`config.mk`:
```
export PLATFORM = sky130hd
export DESIGN_NAME = bw_clk_gclk_stop_seq
export DESIGN_NICKNAME = d
export VERILOG_FILES = /design/src/rtl/bw_clk_gclk_stop_seq.sv
export SDC_FILE = /design/constraint.sdc
export NUM_CORES = 1
export LEC_CHECK = 0
export ABC_AREA = 0
export CORE_MARGIN = 5
export CORE_UTILIZATION = 53
export DETAILED_ROUTE_END_ITERATION = 10
export PLACE_DENSITY = 0.77
export SYNTH_ARGS = -nofsm -noshare
export SYNTH_HDL_FRONTEND = slang
export SYNTH_SLANG_ARGS = --single-unit
export TNS_END_PERCENT = 20
```
`constraint.sdc`:
```
create_clock -name gclk -period 2.4 [get_ports gclk]
set_input_delay 0.24 -clock gclk [delete_from_list [all_inputs] [get_ports gclk]]
set_output_delay 0.24 -clock gclk [all_outputs]
set_load 0.05 [all_outputs]
```
`src/rtl/bw_clk_gclk_stop_seq.sv`:
```
// Staggered stop/restart sequencer for per-cluster clock enables on the global clock tree.
// Optional single-cycle clock step while stopped: define BW_CLK_GCLK_STEP_EN.
module bw_clk_gclk_stop_seq #(
  parameter int NCLU  = 4,
  parameter int DLY_W = 4
) (
  input  logic             gclk,
  input  logic             grst,
  input  logic             stop_req,
  input  logic [DLY_W-1:0] stop_dly,
`ifdef BW_CLK_GCLK_STEP_EN
  input  logic             step,
`endif
  output logic [NCLU-1:0]  clken,
  output logic             stop_ack,
  output logic             busy
);

  localparam int IDX_W = $clog2(NCLU);
  localparam logic [IDX_W-1:0] IDX_LAST = IDX_W'(NCLU - 1);

  typedef enum logic [1:0] {
    RUN,
    STOPPING,
    STOPPED,
    STARTING
  } state_t;

  state_t           state;
  logic [DLY_W-1:0] cnt;
  logic [IDX_W-1:0] idx;
  logic             step_rise;

`ifdef BW_CLK_GCLK_STEP_EN
  logic step_q;

  always_ff @(posedge gclk) begin
    if (grst) step_q <= 1'b0;
    else      step_q <= step;
  end

  assign step_rise = step & ~step_q;
`else
  assign step_rise = 1'b0;
`endif

  // Stop walks clusters upward, restart walks them back down, one cluster per stop_dly+1 edges.
  always_ff @(posedge gclk) begin
    if (grst) begin
      state    <= RUN;
      clken    <= '1;
      stop_ack <= 1'b0;
      busy     <= 1'b0;
      cnt      <= '0;
      idx      <= '0;
    end else begin
      case (state)
        RUN: begin
          if (stop_req) begin
            state <= STOPPING;
            busy  <= 1'b1;
            idx   <= '0;
            cnt   <= stop_dly;
          end
        end
        STOPPING: begin
          if (cnt != '0) begin
            cnt <= cnt - 1'b1;
          end else begin
            clken[idx] <= 1'b0;
            if (idx == IDX_LAST) begin
              state    <= STOPPED;
              busy     <= 1'b0;
              stop_ack <= 1'b1;
            end else begin
              idx <= idx + 1'b1;
              cnt <= stop_dly;
            end
          end
        end
        STOPPED: begin
          // Any step pulse lasts one cycle; leaving STOPPED always starts from all-off.
          clken <= '0;
          if (!stop_req) begin
            state    <= STARTING;
            stop_ack <= 1'b0;
            busy     <= 1'b1;
            idx      <= IDX_LAST;
            cnt      <= stop_dly;
          end else if (step_rise) begin
            clken <= '1;
          end
        end
        STARTING: begin
          if (cnt != '0) begin
            cnt <= cnt - 1'b1;
          end else begin
            clken[idx] <= 1'b1;
            if (idx == '0) begin
              state <= RUN;
              busy  <= 1'b0;
            end else begin
              idx <= idx - 1'b1;
              cnt <= stop_dly;
            end
          end
        end
        default: state <= RUN;
      endcase
    end
  end

endmodule

```
# [Word level (Yosys, flattened, before mapping)]
# Cells that the tools add are included.
[totals] wordCells=75 input_bits=7 ff_bits=14 out_inout_bits=6
[classes] bitwise_logic=3 mux=36 n_eq_ne=14 n_lt_le_gt_ge=2 n_reduce_logical=11 add_sub_neg=3
[ops] operator="4-bit 2-to-1 mux" count=8
[ops] operator="2-bit 2-to-1 mux" count=11
[ops] operator="2-bit != test (second input constant)" count=8
[ops] operator="2-bit case mux with 4 select lines" count=2
[ops] operator="4-bit case mux with 4 select lines" count=1
[ops] operator="4-bit case mux with 3 select lines" count=1
[ops] operator="6-bit AND reduction" count=2
[ops] operator="1-bit 2-to-1 mux" count=10
[ops] operator="4-bit AND reduction" count=2
[ops] operator="2-bit equality test (second input constant)" count=3
[ops] operator="3-bit != test (second input constant)" count=2
[ops] operator="4-bit bitwise AND" count=1
[ops] operator="2-bit logical NOT" count=2
[ops] operator="4-bit NOT" count=1
[ops] operator="4-bit bitwise OR" count=1
[ops] operator="1-bit case mux with 4 select lines" count=1
[ops] operator="4-bit nonzero test" count=1
[ops] operator="4-bit by 1-bit subtractor with 4-bit output (second input constant)" count=1
[ops] operator="2-bit by 3-bit < comparator with 1-bit output (second input constant)" count=1
[ops] operator="3-bit AND reduction" count=1
[ops] operator="3-bit nonzero test" count=1
[ops] operator="2-bit by 1-bit adder with 2-bit output (second input constant)" count=1
[ops] operator="1-bit demux with 2-bit select" count=1
[ops] operator="2-bit by 1-bit equality test with 1-bit output (second input constant)" count=1
[ops] operator="other kinds (5)" count=5

# [Depth between registers and ports, before layout]
# Gate-level depths: netlist of run 1.
[depth] ltp_word=8 mapped_depth=7 mapped_depth_nobuf=6

# [Worst setup path before layout of run 1]
# OpenSTA, ideal clock, no wires.
[synth_path] path_kind="reg-to-reg" startpoint="register state[0]" endpoint="register cnt[0]" n_path_buf=1 slack_ns=0.572 path_stages_with_launch=7 synth_period_minus_slack_ns=1.828 required_time_ns=2.326 setup_time_ns=0.074 arrival_ns=1.753 path_cell_list="dfxtp_1 > inv_1 > ha_1 > buf_6 > mux2_4 > or4_1 > a31oi_1"
[synth_via] elab_chain_cells=3 elab_cells_between_ends=10 classes_between="eq/ne (7); mux (1); reduce/logical (2)"
[synth_rtl] item="start, declared" line_no="29" text="state_t state;"
[synth_rtl] item="start signal, assigned" line_no="50" text="state <= RUN;"
[synth_rtl] item="start signal, assigned" line_no="60" text="state <= STOPPING;"
[synth_rtl] item="start signal, assigned" line_no="72" text="state <= STOPPED;"
[synth_rtl] item="2-bit equality test (tied with other cells)" line_no="57" text="case (state)"
[synth_rtl] item="3-bit != test (no source line) / 2-bit != test (equally long branches)"
[synth_rtl] item="4-bit AND reduction (no source line)"
[synth_rtl] item="end signal, assigned" line_no="63" text="cnt <= stop_dly;"
[synth_rtl] item="end signal, assigned" line_no="68" text="cnt <= cnt - 1'b1;"
[synth_rtl] item="end signal, assigned" line_no="77" text="cnt <= stop_dly;"
[synth_rtl] item="end, declared" line_no="30" text="logic [DLY_W-1:0] cnt;"
# Several ways; a longest one is shown, not always the timed one.
# A chain may end at the register's enable or synchronous reset.

# [Final worst setup path of run 1]
[layout_path] startpoint="register state[0]" endpoint="register busy"
[layout_via] elab_chain_cells=3 elab_cells_between_ends=12 classes_between="eq/ne (9); mux (1); reduce/logical (2)"
[layout_rtl] item="2-bit equality test (tied with other cells)" line_no="57"
[layout_rtl] item="2-bit != test (no source line)"
[layout_rtl] item="6-bit AND reduction (no source line)"
[layout_rtl] item="end signal, assigned" line_no="53" text="busy <= 1'b0;"
[layout_rtl] item="end signal, assigned" line_no="61" text="busy <= 1'b1;"
[layout_rtl] item="end signal, assigned" line_no="73" text="busy <= 1'b0;"
[layout_rtl] item="end, declared" line_no="16" text="output logic busy"
# Several ways; a longest one is shown, not always the timed one.

==> metrics.md, run 1 <==
| Metric | Value |
|---|---|
| Sequential area share after synthesis | between 20% and 30% |
| CTS Sinks | 14 |
| Clock latency on the worst-skew pair | ~290 ps |
| Placer Congestion | ~0.82 |
| Post-layout worst setup margin | 313 ps |
| Worst hold slack | between 400 and 500 ps |
| Setup tns final | 0 ps |
| Cell Area, Synth | 957 um^2 |
| Grt total ovfl | 0 |
| Max cap viols | 0 |
| Crit Path Class | register to register |
| DRT antenna net count | 0 |
| PortBufs | 12 |
| DP HPWL | ~1600 um |
| Setup crit start kind | register |
| Post-synth top area cell | dfxtp_1 |
| Most used DFF post-synth | dfxtp_1 |
| Clock buffer count from CTS | 3 |
| Root Driver | clkbuf_4 |
| CTS tree | built |
| Initial Util | about 55% |
| CTS H-tree lvls | 1 |
| Status | finished, final reports clean |
| DRC Markers | 0 |
| Worst-path maximum fanout | 9 |
| Reg clk slew, reported paths | 100 ps |
| Final slew viol count | 0 |
| ANT cells | 0 |
| Setup Viol. Count Final | 0 |
| Syn_area_per_cell | 8.40 um^2 |
| Crit path time final | between 2000 and 2500 ps |
| Die Y | between 50 and 60 um |
| Post_cts resized | 0 |
| Number of fill cells in the layout | ~150 |
| Slew margin rel. | 59.1% |
| Met3 WL | around 90 um |
| DRT iter0 DRCs | 31 |
| WP data arrival | about 2300 ps |
| Drt first pass iters | 4 |
| Tcrit/Tclk final | about 87% |
| Area delta synth->final | 16.6% |
| Post-synth EDFFs | 0 |
| First-pass GRT wire length | between 3000 and 4000 um |
| Crit path required time | roughly 2600 ps |
| Largest net degree at the start of global routing | 15 |
| Dpl ws | approximately 350 ps |
| Worst Hold Class | register to register |
| Initial antenna violation count | 0 |
| Layout Nets | 140 |
| Synth area leaders | dfxtp_1 29%, ha_1 9.2%, a21oi_1 4.7%, a211oi_1 4.7%, nor2_1 4.3% |
| Clk buf depth | 2 |
| Via count | 889 |
| Area fraction of the dominant cell type after synthesis | ~30% |
| Wl on met1 | 1020 um |
| Wire per inst | 14.4 um |
| RSZ-0062 raised after global routing | no |
| Hold path start | stop_ack |
| Max frequency | between 400 and 500 MHz |
| Mapped Cells | about 110 |
| Max VDD drop | between 0.8 and 0.9 mV |
| Synth async-reset ratio | 0% |
| Reg-to-Reg Start | state[0] |
| Core area | approximately 0.0017 mm^2 |
| Most used standard cell by instance count after synthesis | dfxtp_1 |
| DRT Wirelength | 2160 um |
| Critical Path Source | state[0] |
| Synth Warn # | 0 |
| Total GRT Usage | 18.0% |
| Die Span X | approximately 52 um |
| Synth top cells by count | 14 x dfxtp_1, 11 x nor2_1, 9 x a21oi_1, 7 x ha_1 |
| Post-synth net total | roughly 130 |
| Final Skew | 3.59 ps |
| Via-to-Cell Ratio | a little under 6 |
| Worst Setup End Kind | register |
| #FFs+latches synth | 14 |
| Vias in the first global route | approximately 830 |
| Layout cells sized above 1 | just under 9% |
| Slew at the pin closest to its max-slew limit | about 610 ps |
| Hold Fails Final Rpt | 0 |
| PD cells | about 1400 mW/mm^2 |
| Site Rows | 15 |
| Die area | between 0.002 and 0.003 mm^2 |
| Leakage dissipation | roughly 0.43 nW |
| Metal2 WL | 1000 um |
| Distinct cells, synth | 42 |
| Top sig layer | met4 |
| I/O pin cnt | 13 |
| Post-CTS Setup Inserts | 0 |
| Total Power | about 1.5 mW |
| Hold Buf Count CTS | 0 |
-- kinds of logic after synthesis --
group	Yosys count	share of synthesized area, %
simple gates	37	20.8
fa+ha+maj	7	9.15
buf+inv	12	6.14
xor+xnor	2	1.83
flops	14	29.3
mux	3	4.97
compound gates	39	27.8
-- placed cells by master (no fill, tap or decap), types with 2 or more instances in the layout --
cell              n
a31o_2            2
nor2_1           11
o31ai_1           2
inv_1             6
nor4_1            2
a21oi_1           9
clkdlybuf4s50_1  12
or2_1             2
a311oi_1          3
dfxtp_1          14
a211oi_1          6
nor3_1            3
ha_1              7
clkbuf_4          3
nor2b_1           5
xnor2_1           2
o21ai_0           6
nand3_1           3
nand2_1           4
-- where the power goes --
| group | leakage (nW) | internal (mW) | switching, mW | total [mW] |
|---|---|---|---|---|
| combinational | 0.289 | 0.376 | 0.557 | 0.932 |
| clock | 0.0210 | 0.0923 | 0.0880 | 0.180 |
| sequential | 0.115 | 0.319 | 0.111 | 0.430 |
| total | 0.425 | 0.787 | 0.756 | 1.54 |
-- metrics by stage --
step                      utilization, %  cells  cell area [um^2]
final                               64.6    150              1120
after global placement              62.5    146              1080
after global routing                64.6    150              1120
after CTS                           64.6    150              1120
after floorplan                        -    114               957
after detailed placement            62.5    146              1080
-- per-layer routing --
layer	track usage (%)	up-vias
li1	-	449
met1	24.6	407
met2	27.5	29
met3	3.70	4
met4	7.23	0
met5	0	-
-- state kept, by name (all words and copies together), names as in the netlist --
name,flops
busy,1
idx,2
state,2
stop_ack,1
cnt,4
clken,4
-- critical path, stage by stage, from the launching register on --
cell and delay [ps]:
dfxtp_1 470, inv_1 160, ha_1 370, mux2i_4 320
o21ai_2 120, or2_1 290, a31o_2 250
-- worst paths after layout --
kind                                 end  slack (ps)  depth (start not counted)
worst min-delay path            stop_ack         500                          2
worst max-delay path                busy         310                          6
worst max register to register      busy         310                          6
worst min register to register  stop_ack         500                          2
-- area by class of cell --
cell class	instances	area, um^2	share of cell area, %
repair buffers	13	128	11.4
inverters	6	22.5	2.02
clock buffers	4	36.3	3.25
well taps	25	31.3	2.80
multi-input cells	88	618	55.4
flip-flops and latches	14	280	25.1
(Power assumes the default switching activity.)
==> run 2, diff against run 1 <==
--- a/config.mk
+++ b/config.mk
@@ -7,9 +7,9 @@
 export LEC_CHECK = 0
 export ABC_AREA = 0
 export CORE_MARGIN = 5
-export CORE_UTILIZATION = 53
+export CORE_UTILIZATION = 52
 export DETAILED_ROUTE_END_ITERATION = 10
-export PLACE_DENSITY = 0.77
+export PLACE_DENSITY_LB_ADDON = 0.08
 export SYNTH_ARGS = -nofsm -noshare
 export SYNTH_HDL_FRONTEND = slang
 export SYNTH_SLANG_ARGS = --single-unit
==> metrics.md, run 2 (same netlist as run 1, synthesis figures left out) <==
| Metric | Value |
|---|---|
| Status | finished, final reports clean |
| R2r endpoint | busy |
| Met1 Use GR | between 20% and 30% |
| Final slew viol count | 0 |
| Initial antenna violation count | 0 |
| Setup tns final | 0 ps |
| PortBufs | 12 |
| Clock latency on the worst-skew pair | 280 ps |
| Max stage delay on crit path | between 400 and 500 ps |
| WP data arrival | about 2200 ps |
| Die Span X | 52.9 um |
| Reg-to-reg slack, setup | approximately 350 ps |
| Worst Setup End Kind | register |
| Hold endpoint | busy |
| Number of cells on the worst hold path | 1 |
| Grt total ovfl | 0 |
| Final Skew | 1.89 ps |
| Area delta synth->final | 16.6% |
| Post_cts resized | 0 |
| DRT antenna net count | 0 |
| Dpl ws | 373 ps |
| Commonest non-fill, non-tap cell in the layout | dfxtp_1 |
| Layout cells sized above 1 | approximately 9% |
| DRC Markers | 0 |
| R2r worst-path depth | 6 |
| Largest delay share family, worst path | flip-flops |
| Total GRT Usage | 17.5% |
| Setup crit start kind | register |
| Met2 Use GR | between 20 and 30% |
| I/O pin cnt | 13 |
| Tcrit/Tclk final | approximately 85% |
| Post-layout worst setup margin | roughly 350 ps |
| Met3 Track Usage GR | approximately 5.4% |
| Hold path start | busy |
| Busiest grt layer | met2 |
| Core area | ~0.0017 mm^2 |
| Hold Fails Final Rpt | 0 |
| Max VDD drop | 0.708 mV |
| Initial Util | between 50% and 60% |
| Largest regs | clken (4), cnt (4) |
| Wire per inst | around 14 um |
| Reg-to-Reg Start | state[0] |
| Max cap viols | 0 |
| Cells along the critical path | inv_1, ha_1, mux2i_4, o21ai_2, or2_1, a31o_2 |
| Reg clk slew, reported paths | ~90 ps |
| Placer Congestion | approximately 0.79 |
| Crit Path Class | register to register |
| Drt first pass iters | 4 |
| Worst Hold Class | register to register |
| Leakage dissipation | 0.425 nW |
| DP HPWL | 1600 um |
| Via-to-Cell Ratio | around 5.8 |
| PD cells | approximately 1400 mW/mm^2 |
| Slowest cell on crit path | dfxtp_1 |
| Layout Nets | between 100 and 150 |
| Worst Path Buf+Inv | 1 |
| Max frequency | a little under 500 MHz |
| Largest net degree at the start of global routing | 15 |
| Worst-path maximum fanout | 9 |
| Hold Buf Count CTS | 0 |
| Root Driver | clkbuf_4 |
| Die area | around 0.0028 mm^2 |
| First-pass GRT wire length | about 3600 um |
| Site Rows | 15 |
| Slew margin rel. | a little under three fifths |
| CTS Sinks | 14 |
| Commonest cells after routing, fill and taps aside | 14 x dfxtp_1, 12 x clkdlybuf4s50_1, 11 x nor2_1 |
| Crit path time final | 2050 ps |
| RSZ-0062 raised after global routing | no |
| CTS tree | built |
| Number of fill cells in the layout | roughly 160 |
| Clk buf depth | 2 |
| Clock buffer count from CTS | 3 |
| Crit path required time | roughly 2600 ps |
| Die Y | 52.9 um |
| Cell count along the critical path | 6 |
| ANT cells | 0 |
| Post-CTS Setup Inserts | 0 |
| Setup Viol. Count Final | 0 |
| DRT Wirelength | between 2000 and 2500 um |
| DRT iter0 DRCs | 22 |
| Via count | 868 |
| CTS H-tree lvls | 1 |
| Slew at the pin closest to its max-slew limit | around 640 ps |
| Vias in the first global route | ~820 |
## run 2: metal layers
layer | vias up | part of all wire (%)
met5 | - | 0
met4 | 0 | 0.66
met3 | 2 | 4.9
met2 | 16 | 47
met1 | 401 | 47
li1 | 449 | -
## run 2: worst max-delay path by stage
stage / start / slack, ps / end
floorplan: state[0] / 570 / cnt[0]
detailed placement: state[0] / 370 / busy
global placement: state[0] / 410 / cnt[0]
CTS: state[0] / 350 / busy
global route: state[0] / 230 / state[0]
finish: state[0] / 350 / busy
## run 2: power breakdown
part | switching (mW) | internal (mW) | leakage, nW
Sequential | 0.116 | 0.319 | 0.115
Combinational | 0.555 | 0.375 | 0.289
Clock | 0.0801 | 0.0923 | 0.0210
## run 2: stage by stage
stage	power (mW)	hold slack (ps)	util, %	instance area (um^2)	instances
4_1_cts	1.54	513	63.9	1120	150
5_1_grt	1.67	536	63.9	1120	150
2_1_floorplan	1.17	428	-	957	114
6_report	1.54	506	63.9	1120	150
3_5_place_dp	1.36	491	61.9	1080	146
3_3_place_gp	1.34	482	61.9	1080	146
## run 2: cell type report
type / count / area (um^2) / share of cell area (%)
clock buffer: 4 / 36.3 / 3.25
multi-input combinational: 88 / 618 / 55.4
tap: 25 / 31.3 / 2.80
sequential: 14 / 280 / 25.1
timing repair buffer: 13 / 128 / 11.4
inverter: 6 / 22.5 / 2.02
==> edit 1: new RTL, flow settings as in run 2 <==
Encoding of `state_t`: now one-hot (4 bits for 4 states).
--- a/src/rtl/bw_clk_gclk_stop_seq.sv
+++ b/src/rtl/bw_clk_gclk_stop_seq.sv
@@ -20,9 +20,9 @@
   localparam logic [IDX_W-1:0] IDX_LAST = IDX_W'(NCLU - 1);
 
-  typedef enum logic [1:0] {
-    RUN,
-    STOPPING,
-    STOPPED,
-    STARTING
+  typedef enum logic [3:0] {
+    RUN      = 4'b0001,
+    STOPPING = 4'b0010,
+    STOPPED  = 4'b0100,
+    STARTING = 4'b1000
   } state_t;
 
Formal check against the unedited RTL: same outputs for any inputs over 10 cycles, from zero or initial values and one cycle with grst high; not proved beyond that.
==> edit 1 against run 2 <==
Worst hold slack worse by 30 ps; fmax shrank 2.1%; sequential cell count grew 2; worst setup slack got worse by 44 ps; area after synthesis grew 8.4%; critical path depth is 1 higher; utilization decreased by 0.60 points; cell area up 9.1%; wire length up 15%; highest routed layer unchanged.
Power is not compared: it rests on default switching activity, and its combinational part moved more than twofold at a synthesized area within 25%.
==> edit 1: results (changes against run 2) <==
[place]
placed_area_mm2 = 0.00118  ; +9.4%
port_buffers = 12  ; unchanged
place_congestion = 0.852  ; +7.6%
place_hpwl_um = 1770  ; +10%
dp_cells = 169  ; +16%

[drt]
drt_iter0_drc = 28  ; +27%
route.antenna.remaining_nets = 0  ; unchanged
routed_wl_um = 2440  ; +15%
wl_per_cell_um = 14.1  ; about the same
first_pass_iters = 4  ; unchanged
viasPerCell = 5.90  ; +1.9%

[grt]
grt_pass1_wl_um = 4110  ; +13%
grt_util_all_layers_pct = 18.6  ; +1.0 points
grt_pass1_vias = 1011  ; +24%
grt_max_degree = 18  ; +3

[cts]
cts_hold_buf = 0  ; unchanged
cts_made_buffers = 3  ; unchanged
clk_path_buf_depth = 2  ; unchanged
cts-resized-gates = 0  ; unchanged
clk_latency_ps = 280  ; about the same
post-cts-setup-buffers = 0  ; unchanged

[logic_synthesis]
synth.area.top_cells = dfxtp_1, nor2_1, o21ai_0, a21oi_1, a221o_1
synthFlopType = dfxtp_1
synth_area_per_cell_um2 = 7.74  ; -7.8%
netlist-cell-type-count = 40  ; -4.8%
ys_warn_count = 0  ; unchanged
ys_seq_area_share_pct = 30.9  ; +1.6 points
async_reset_ff_share_pct = 0  ; unchanged
syn-num-nets = 142  ; +11%
synth_common_cells = nor2_1, dfxtp_1, o21ai_0

[layout]
top_regs = clken: 4 flops, cnt: 4 flops, state: 4 flops
fin_nets = 155  ; +11%
antenna_cells = 0  ; unchanged
drive_gt1_share_pct = 10.3  ; +1.5 points

[critical_path]
critPathTopFamily = simple AND/OR/NAND/NOR gates
worstPathMaxFanout = 5  ; -4
cp.arrival_ps = 2250  ; +20 ps
cpPeakStageDelay_ps = 520  ; +50 ps
slowest_stage = or3b_2

[status]
status = finished clean

[sta]
fin_skew_ps = 4.38  ; +2.50 ps
relSlewSlack_pct = 58.2  ; +0.78 points

[power]
peakVddDrop_mv = 0.352
power.leakage_nw = 0.435

[job]
maxCapViolCount = 0  ; unchanged

[hold_path]
hp-class = reg2reg

[edit 1: area by class of cell]
class | count | area (µm²)
timing repair buffer | 16 | 150
sequential | 16 | 320
tap | 27 | 33.8
fill | 185 | 704
clock buffer | 4 | 36.3
inverter | 3 | 11.3
multi-input combinational | 107 | 666
[edit 1: final timing paths]
path | start | to | slack [ps] | depth (start not counted)
setup / recovery | cnt[0] | state[1] | 310 | 7
hold / removal | cnt[1] | cnt[1] | 480 | 2
setup reg to reg | cnt[0] | state[1] | 310 | 7
hold reg to reg | cnt[1] | cnt[1] | 480 | 2
[edit 1: report_power, final]
group          internal, mW  switching [mW]
logic                 0.111           0.129
registers             0.285          0.0339
clock network        0.0923          0.0844
total                 0.488           0.247
[edit 1: kinds of logic (layout without fill, tap and decap cells)]
| kind of cell | count (synthesis) | in the layout | share of synthesized area (%) |
|---|---|---|---|
| AO/OA/AOI/OAI | 45 | 45 | 29.6 |
| multiplexers | 2 | 2 | 1.93 |
| XOR/XNOR | 2 | 2 | 1.69 |
| adder cells (fa/ha/maj) | 1 | 1 | 1.21 |
| buffers and inverters | 11 | 23 | 4.94 |
| flip-flops | 16 | 16 | 30.9 |
| AND/OR/NAND/NOR | 57 | 57 | 29.8 |
[edit 1: metal layers]
metal,global-route usage [%],vias up,share of wire [%]
met4,9.13,0,1.1
met3,3.54,6,4.8
met5,0,-,0
li1,-,509,-
met2,29.7,26,48
met1,23.5,479,46
[edit 1: worst register-to-register path: stages (launching register included)]
cell	delay, ps
dfxtp_1	340
inv_1	60
ha_1	230
or3b_2	520
and3_1	230
a211o_1	360
a21oi_1	180
nor2_1	50
[edit 1: through the flow]
stage	worst slack, ps	power (mW)	utilization, %
after global placement	231	0.553	61.5
after floorplan	531	0.494	-
final	307	0.735	63.3
after CTS	286	0.740	63.3
after global routing	113	0.785	63.3
after detailed placement	177	0.559	61.5
==> edit 2: new RTL, config.mk and constraints of run 2 <==
Without the edit above. Change the parameter `NCLU` from 4 to 2.
--- a/src/rtl/bw_clk_gclk_stop_seq.sv
+++ b/src/rtl/bw_clk_gclk_stop_seq.sv
@@ -2,5 +2,5 @@
 // Optional single-cycle clock step while stopped: define BW_CLK_GCLK_STEP_EN.
 module bw_clk_gclk_stop_seq #(
-  parameter int NCLU  = 4,
+  parameter int NCLU  = 2,
   parameter int DLY_W = 4
 ) (
Ports: changed (resized clken); port bits go from 13 to 11. No check against the original RTL was run, so the function may have changed too.
==> edit 2 against run 2 <==
Clock skew rose by 3.1 ps; worst hold slack got worse by 24 ps; wire length fell by 30%; area after synthesis shrank 21%; die area decreased by 17%; global-route usage fell by 1.7 points; sequential cell count down 3; power down 17%; cell area fell by 20%; worst setup slack improved by 270 ps; combinational power decreased by 14%; highest routed layer unchanged.
==> edit 2: results (changes against run 2) <==
[status]
status = finished clean

[power]
switching_share_pct = 48.0  ; -0.89 points
peakVddDrop_mv = 0.791  ; +12%
power.leakage_nw = 0.351  ; -18%
combPwrFrac_pct = 62.5  ; +2.0 points

[critical_path]
worstPathMaxFanout = 7  ; -2
cp.arrival_ps = 1940  ; -290 ps

[layout]
nMultiInputCombCells = 66  ; -25%
seqCellArea_um2 = 220  ; -21%
nClkBuffers = 3  ; -1
top_regs = cnt: 4 flops, clken: 2 flops, state: 2 flops
drive_gt1_share_pct = 14.4  ; +5.6 points
fillers = 121  ; -23%
clkCellAreaFrac_pct = 3.09  ; -0.17 points
final_cell_area_um2 = 892  ; -20%

[grt]
grt_pass1_vias = 566  ; -31%
grt_pass1_wl_um = 2520  ; -31%
grt_max_degree = 17  ; +2
grt_util_all_layers_pct = 15.8  ; -1.7 points
met2_usage_pct = 21.6  ; -6.5 points
gr-usage-met1_pct = 21.3  ; -1.6 points

[drt]
wl_per_cell_um = 13.2  ; -6.1%
wl_met2_um = 676  ; -32%
drt_iter0_drc = 8  ; -64%
vias = 658  ; -24%

[place]
port_buffers = 10  ; -2
placed_area_um2 = 865  ; -20%
place_congestion = 0.883  ; +12%

[logic_synthesis]
synthAdderAreaFrac_pct = 9.87  ; +0.72 points
synth.area.top_cells = dfxtp_1, ha_1, mux2i_1, a21oi_1, nor2_1
ys_seq_area_share_pct = 28.9  ; -0.33 points
syn-num-nets = 98  ; -23%
netlist-cell-type-count = 35  ; -17%
synth_common_cells = dfxtp_1, nor2_1, a21oi_1, ha_1, inv_1
synth_xor_area_share_pct = 0  ; -1.8 points
synth_compound_area_share_pct = 25.2  ; -2.7 points

[sta]
fin_skew_ps = 5.01  ; +3.12 ps
worstMarginPinSlew_ps = 512  ; -125 ps

[cts]
cts.reportedPaths.clkPinSlew_ps = 70  ; -20 ps

[edit 2: stage by stage]
| step | setup slack, ps | instances | power, mW |
|---|---|---|---|
| 5_1_grt | 496 | 112 | 1.41 |
| 2_1_floorplan | 792 | 85 | 0.998 |
| 3_3_place_gp | 631 | 108 | 1.14 |
| 3_5_place_dp | 600 | 108 | 1.16 |
| 6_report | 617 | 112 | 1.28 |
| 4_1_cts | 613 | 112 | 1.30 |
[edit 2: critical path, stage by stage (launching register included)]
cell and delay, ps:
dfxtp_1 410, inv_1 110, ha_1 290, mux2i_1 410
o21ai_0 170, a21oi_1 180, o22ai_1 90
[edit 2: worst paths after layout]
path / start / endpoint / slack [ps] / cells after the start
hold / removal: busy / busy / 480 / 2
setup reg to reg: state[0] / cnt[3] / 620 / 6
setup / recovery: state[0] / cnt[3] / 620 / 6
hold reg to reg: busy / busy / 480 / 2
